===== src/rtl/uart_frame_pkg.sv =====
// Shared definitions for the "&&payload&&" frame receiver: FSM encoding,
// delimiter byte, error codes and the inter-byte timeout sizing helper.
package uart_frame_pkg;

    typedef enum logic [1:0] {
        S_IDLE = 2'd0,
        S_SOF1 = 2'd1,
        S_BODY = 2'd2,
        S_EOF1 = 2'd3
    } frame_state_e;

    localparam logic [7:0] FrameDelim = 8'h26;  // '&'

    localparam logic [1:0] ErrNone    = 2'd0;
    localparam logic [1:0] ErrBadTerm = 2'd1;
    localparam logic [1:0] ErrOverflow = 2'd2;
    localparam logic [1:0] ErrTimeout = 2'd3;

    // Gap limit in clock cycles: cycles per bit * 10 bits per char * chars.
    function automatic int unsigned timeout_cycles(input int unsigned clk_freq,
                                                   input int unsigned baud_rate,
                                                   input int unsigned n_bytes);
        return (clk_freq / baud_rate) * 10 * n_bytes;
    endfunction

endpackage


===== src/rtl/uart_frame_timer.sv =====
// Inter-byte gap timer. Counts enabled cycles since the last clear and
// raises a combinational expire in the cycle that would be the LIMIT-th one,
// unless a clear arrives in that same cycle.
module uart_frame_timer #(
    parameter int unsigned LIMIT = 17360
) (
    input  logic sys_clk,
    input  logic sys_rst,
    input  logic clear,
    input  logic enable,
    output logic expire
);

    localparam int unsigned CntW = (LIMIT > 1) ? $clog2(LIMIT + 1) : 1;
    localparam logic [CntW-1:0] Last = CntW'(LIMIT - 1);

    logic [CntW-1:0] count_q;

    // Gap counter; held at zero while idle or on every received byte.
    always_ff @(posedge sys_clk) begin
        if (sys_rst || clear || !enable) begin
            count_q <= '0;
        end else if (count_q != Last) begin
            count_q <= count_q + 1'b1;
        end
    end

    // A byte in the limit cycle wins over the timeout.
    always_comb begin
        expire = enable && !clear && (count_q == Last);
    end

endmodule


===== src/rtl/uart_frame_rx.sv =====
// Frame receiver for "&&payload&&" byte streams coming from a UART.
// Optional inter-byte timeout is enabled by defining UART_FRAME_TIMEOUT_EN.
module uart_frame_rx
    import uart_frame_pkg::*;
#(
    parameter int unsigned CLK_FREQ      = 50_000_000,
    parameter int unsigned BAUD_RATE     = 115_200,
    parameter int unsigned MAX_LEN       = 128,
    parameter int unsigned TIMEOUT_BYTES = 4
) (
    input  logic                 sys_clk,
    input  logic                 sys_rst,
    input  logic [7:0]           rx_data,
    input  logic                 rx_vld,
    output logic [8*MAX_LEN-1:0] frame_data,
    output logic [7:0]           frame_len,
    output logic                 frame_done,
    output logic                 frame_busy,
    output logic                 frame_err,
    output logic [1:0]           err_code
);

    localparam logic [7:0] MaxLenB = 8'(MAX_LEN);

    frame_state_e         state_q, state_d;
    logic [8*MAX_LEN-1:0] buf_q, buf_d;
    logic [7:0]           cnt_q, cnt_d;
    logic [8*MAX_LEN-1:0] data_q, data_d;
    logic [7:0]           len_q, len_d;
    logic                 done_q, done_d;
    logic                 err_q, err_d;
    logic [1:0]           code_q, code_d;
    logic                 busy_q;

`ifdef UART_FRAME_TIMEOUT_EN
    logic timer_expire;

    uart_frame_timer #(
        .LIMIT(timeout_cycles(CLK_FREQ, BAUD_RATE, TIMEOUT_BYTES))
    ) u_timer (
        .sys_clk(sys_clk),
        .sys_rst(sys_rst),
        .clear  (rx_vld),
        .enable (state_q != S_IDLE),
        .expire (timer_expire)
    );
`endif

    // Next-state decode: delimiter framing, payload capture and error pulses.
    always_comb begin
        state_d = state_q;
        buf_d   = buf_q;
        cnt_d   = cnt_q;
        data_d  = data_q;
        len_d   = len_q;
        done_d  = 1'b0;
        err_d   = 1'b0;
        code_d  = code_q;
        if (rx_vld) begin
            unique case (state_q)
                S_IDLE: begin
                    if (rx_data == FrameDelim) state_d = S_SOF1;
                end
                S_SOF1: begin
                    if (rx_data == FrameDelim) begin
                        state_d = S_BODY;
                        buf_d   = '0;
                        cnt_d   = 8'd0;
                    end else begin
                        state_d = S_IDLE;
                    end
                end
                S_BODY: begin
                    if (rx_data == FrameDelim) begin
                        state_d = S_EOF1;
                    end else if (cnt_q < MaxLenB) begin
                        buf_d[32'(cnt_q)*8 +: 8] = rx_data;
                        cnt_d = cnt_q + 8'd1;
                    end else begin
                        err_d   = 1'b1;
                        code_d  = ErrOverflow;
                        state_d = S_IDLE;
                    end
                end
                S_EOF1: begin
                    state_d = S_IDLE;
                    if (rx_data == FrameDelim) begin
                        data_d = buf_q;
                        len_d  = cnt_q;
                        done_d = 1'b1;
                    end else begin
                        err_d  = 1'b1;
                        code_d = ErrBadTerm;
                    end
                end
                default: state_d = S_IDLE;
            endcase
        end
`ifdef UART_FRAME_TIMEOUT_EN
        else if (timer_expire) begin
            err_d   = 1'b1;
            code_d  = ErrTimeout;
            state_d = S_IDLE;
        end
`endif
    end

    // State and output registers; reset drops any partial frame silently.
    always_ff @(posedge sys_clk) begin
        if (sys_rst) begin
            state_q <= S_IDLE;
            buf_q   <= '0;
            cnt_q   <= 8'd0;
            data_q  <= '0;
            len_q   <= 8'd0;
            done_q  <= 1'b0;
            err_q   <= 1'b0;
            code_q  <= ErrNone;
            busy_q  <= 1'b0;
        end else begin
            state_q <= state_d;
            buf_q   <= buf_d;
            cnt_q   <= cnt_d;
            data_q  <= data_d;
            len_q   <= len_d;
            done_q  <= done_d;
            err_q   <= err_d;
            code_q  <= code_d;
            busy_q  <= (state_d != S_IDLE);
        end
    end

    // Drive ports straight from registers.
    always_comb begin
        frame_data = data_q;
        frame_len  = len_q;
        frame_done = done_q;
        frame_err  = err_q;
        err_code   = code_q;
        frame_busy = busy_q;
    end

endmodule


===== config.mk =====
export PLATFORM = sky130hd
export DESIGN_NAME = uart_frame_rx
export DESIGN_NICKNAME = d
export VERILOG_FILES = /design/src/rtl/uart_frame_pkg.sv /design/src/rtl/uart_frame_timer.sv /design/src/rtl/uart_frame_rx.sv
export SDC_FILE = /design/constraint.sdc
export NUM_CORES = 2
export LEC_CHECK = 0
export BUFFER_PORTS_ARGS = -buffer_cell sky130_fd_sc_hd__buf_2
export CAP_MARGIN = 20
export CORE_MARGIN = 2
export CORE_UTILIZATION = 35
export DETAILED_ROUTE_END_ITERATION = 6
export PLACE_DENSITY = 0.61
export SLEW_MARGIN = 20
export SYNTH_ARGS = -nofsm -noshare
export SYNTH_HDL_FRONTEND = slang
export SYNTH_SLANG_ARGS = --single-unit
export TNS_END_PERCENT = 1

===== constraint.sdc =====
create_clock -name sys_clk -period 3.8 [get_ports sys_clk]
set_input_delay 0.76 -clock sys_clk [delete_from_list [all_inputs] [get_ports sys_clk]]
set_output_delay 0.76 -clock sys_clk [all_outputs]
set_load 0.005 [all_outputs]

==> reports/qor.txt <==
Outcome: finished, violations left
Violated checks: DRC
Pint: 34000 uW
Most common cell in the synthesized netlist: nand2_1
Root buffer cell: clkbuf_16
CTS sink count: 2071
Slew Viols, Final: 0
Hold Startpoint: rx_data[2]
Hold Path Depth: 3
First-pass GRT wire length: 464000 um
Site row count: 166
GRT overflow: 0
Max Cap Violations: 0
Leak: 0.0349 uW
Area added between synthesis and finish: 26.7%
Skew-Pair Late Insertion Delay: 890 ps
Vias in the first global route: 62422
Place WS: 116 ps
Routed WL: 334000 um
Worst setup SP type: flop
Port bufs: 1047
Setup TNS Final: 0 ps
Slew headroom: 13.0%
Beginning of the worst register-to-register path: cnt_q[1]$_SDFFE_PP0P_
Hold_buf cts: 0
Worst vdd ir: 0.463 mV
Routability cong.: 0.953
Register area: 41500 um^2
CTS tree: built
Syn Area/Cell: 9.18 um^2
Tot GR Track Use: 30.8%
Top cells by area, synth: dfxtp_1, nand2_1, a21oi_1
Antenna-violating nets left: 0
RSZ-0062 raised after global routing: false
CTS H-Tree Depth: 4
Seq cells post-synth: 2071
Num CTS Buffers: 208
Final worst-path setup slack: 44.5 ps
Die width: 456 um
WL/cell: 28.1 um
Clock transition at path regs: 70 ps
Clock Skew: 32.6 ps
First-iteration detailed-routing DRC count: 6918
Hold Path End: buf_q[2]$_SDFFE_PP0P_
DRC: 5
Yosys warns: 0
Syn Inst Count: 7800
Post-DP HPWL: 246000 um
Clock buffer depth: 3
Worst R2R Path Depth: 10
DIE AREA: 208000 um^2
Reg2Reg Setup Slack: 40 ps
Initial Utilization: 35.1%
Most common library cells after synthesis: nand2_1, dfxtp_1, a21oi_1, clkbuf_1, o2bb2ai_1
Combinational share of power: 1.5%
Sequential share of power: 49.7%
Fmax achieved: 266 MHz
IO Pins: 1048
Setup Viol. Count Final: 0
Largest net degree at the start of global routing: 220
Mapped cell area: 71600 um^2
Total Nets Final: 9034
Post-synth ARST share: 0%
Crit Path Class: flop to flop
NetSw: 9620 uW
Filler cell count: 19857
Final min period: 3760 ps
Worst path arrival time: 4500 ps
Switching Share: 22.0%
CP endpoint kind: flop
Vias/cell: 5.56
Main synth FF type: dfxtp_1
Multi-input logic area: 28300 um^2
Share of cells above drive strength 1: 22.6%
Power Dens Cells: 481 nW/um^2
Die Y: 456 um
EDFF count, synth: 0
Core ar.: 204000 um^2
Count of cell types in the netlist: 88
Fin. Hold Viols: 0
Period utilization: 98.8%
Placed Cells: 11498
R2r endpoint: buf_q[79]$_SDFFE_PP0P_
TritonRoute pass-1 iters: 7
Top-area cell type share of the netlist area: 57.9%
Via Count: 66035
Core Util, Final: 44.5%
Least-Margin Pin Slew: 1310 ps
Synth area leader: dfxtp_1
Worst Path Required: 4540 ps
Crit Path Max Fanout: 8
Clock power frac: 48.8%
Type of the most critical hold path: input port to flop
Sequential share of the synthesized area: 57.9%
Syn Nets: 7814
Antenna violations before repair: 17
Final Non-Filler Cells: 11878
Post-CTS sizing: 0
Post-CTS setup buffers: 0
layout by cell type (no fill, tap or decap), types with 14 or more instances in the layout:
master and n:
a21oi_1 1042, a22o_1 274, a31oi_1 71, a31oi_2 17, a32o_1 95, and2_1 27, and3_1 30, and4_1 14
buf_12 91, buf_2 1046, buf_4 464, bufinv_16 18, clkbuf_1 42, clkbuf_16 209, clkbuf_8 42, clkinv_2 33
dfxtp_1 2071, mux2i_1 102, nand2_1 2366, nand3_1 111, nand4_1 85, nor2_1 93, nor3_1 14, o211ai_1 28
o22ai_1 88, o2bb2ai_1 435
critical path: stages (launching register included):
cell     delay (ps)
dfxtp_1         340
nor3_1          430
nand2_1         140
nor2_1          120
ha_1            190
nor2b_1         410
o31ai_4         280
nor3_2          930
buf_4           290
and3_1          350
o22ai_1         150
power groups by stage:
| stage | registers [uW] | clock network (uW) | logic [uW] |
|---|---|---|---|
| after CTS | 21700 | 21500 | 653 |
| after global placement | 22200 | 0 | 643 |
| after global routing | 21700 | 22400 | 692 |
| after detailed placement | 22200 | 0 | 651 |
| final | 21700 | 21300 | 667 |
| after floorplan | 22200 | 0 | 337 |
sequential cells by signal (all words and copies together), names as in the netlist:
register and flops:
cnt_q 8, state_q 2, frame_busy 1, err_code 2
frame_data 1024, frame_err 1, frame_len 8, frame_done 1
buf_q 1024
per-layer routing:
layer	vias to the layer above	wire length, um	track usage, %
met4	2	27300	21.6
met1	32433	135000	39.1
met3	775	25600	6.09
met2	3122	146000	46.9
met5	-	15	0
li1	29703	-	-
through the flow:
stage | hold WS (ps) | area, um^2 | power [uW]
2_1_floorplan | 430 | 71600 | 22500
6_report | 199 | 90700 | 43700
3_3_place_gp | 438 | 83700 | 22800
4_1_cts | 129 | 90700 | 43900
5_1_grt | 203 | 90700 | 44800
3_5_place_dp | 443 | 83700 | 22800
worst max-delay path by stage:
stage / end / start / cells after the start
6_report: buf_q[79]$_SDFFE_PP0P_ / cnt_q[1]$_SDFFE_PP0P_ / 10
2_1_floorplan: buf_q[560]$_SDFFE_PP0P_ / cnt_q[5]$_SDFFE_PP0P_ / 13
3_3_place_gp: buf_q[498]$_SDFFE_PP0P_ / rx_data[4] / 9
5_1_grt: buf_q[79]$_SDFFE_PP0P_ / cnt_q[1]$_SDFFE_PP0P_ / 10
4_1_cts: buf_q[262]$_SDFFE_PP0P_ / cnt_q[4]$_SDFFE_PP0P_ / 8
3_5_place_dp: buf_q[253]$_SDFFE_PP0P_ / rx_data[4] / 7
cells by family (layout without fill, tap and decap cells):
| kind of cell | after synthesis | count (layout) | synth area share [%] |
|---|---|---|---|
| fa+ha+maj | 3 | 3 | 0.0524 |
| xor+xnor | 9 | 9 | 0.121 |
| compound gates | 2158 | 2158 | 20.7 |
| flops | 2071 | 2071 | 57.9 |
| other cells | 0 | 7 | 0 |
| simple gates | 2855 | 2855 | 16.4 |
| buf+inv | 602 | 1985 | 3.35 |
| mux | 102 | 102 | 1.43 |
layout make-up:
type                       instances  share of cell area [%]
antenna                            7                  0.0193
clock buffer                     293                    6.57
clock inverter                    80                    1.19
inverter                          10                  0.0414
multi-input combinational       5127                    31.1
sequential                      2071                    45.7
tap                             2688                    3.71
timing repair buffer            1602                    11.6
Note: power is estimated with default switching activity, not from simulation.
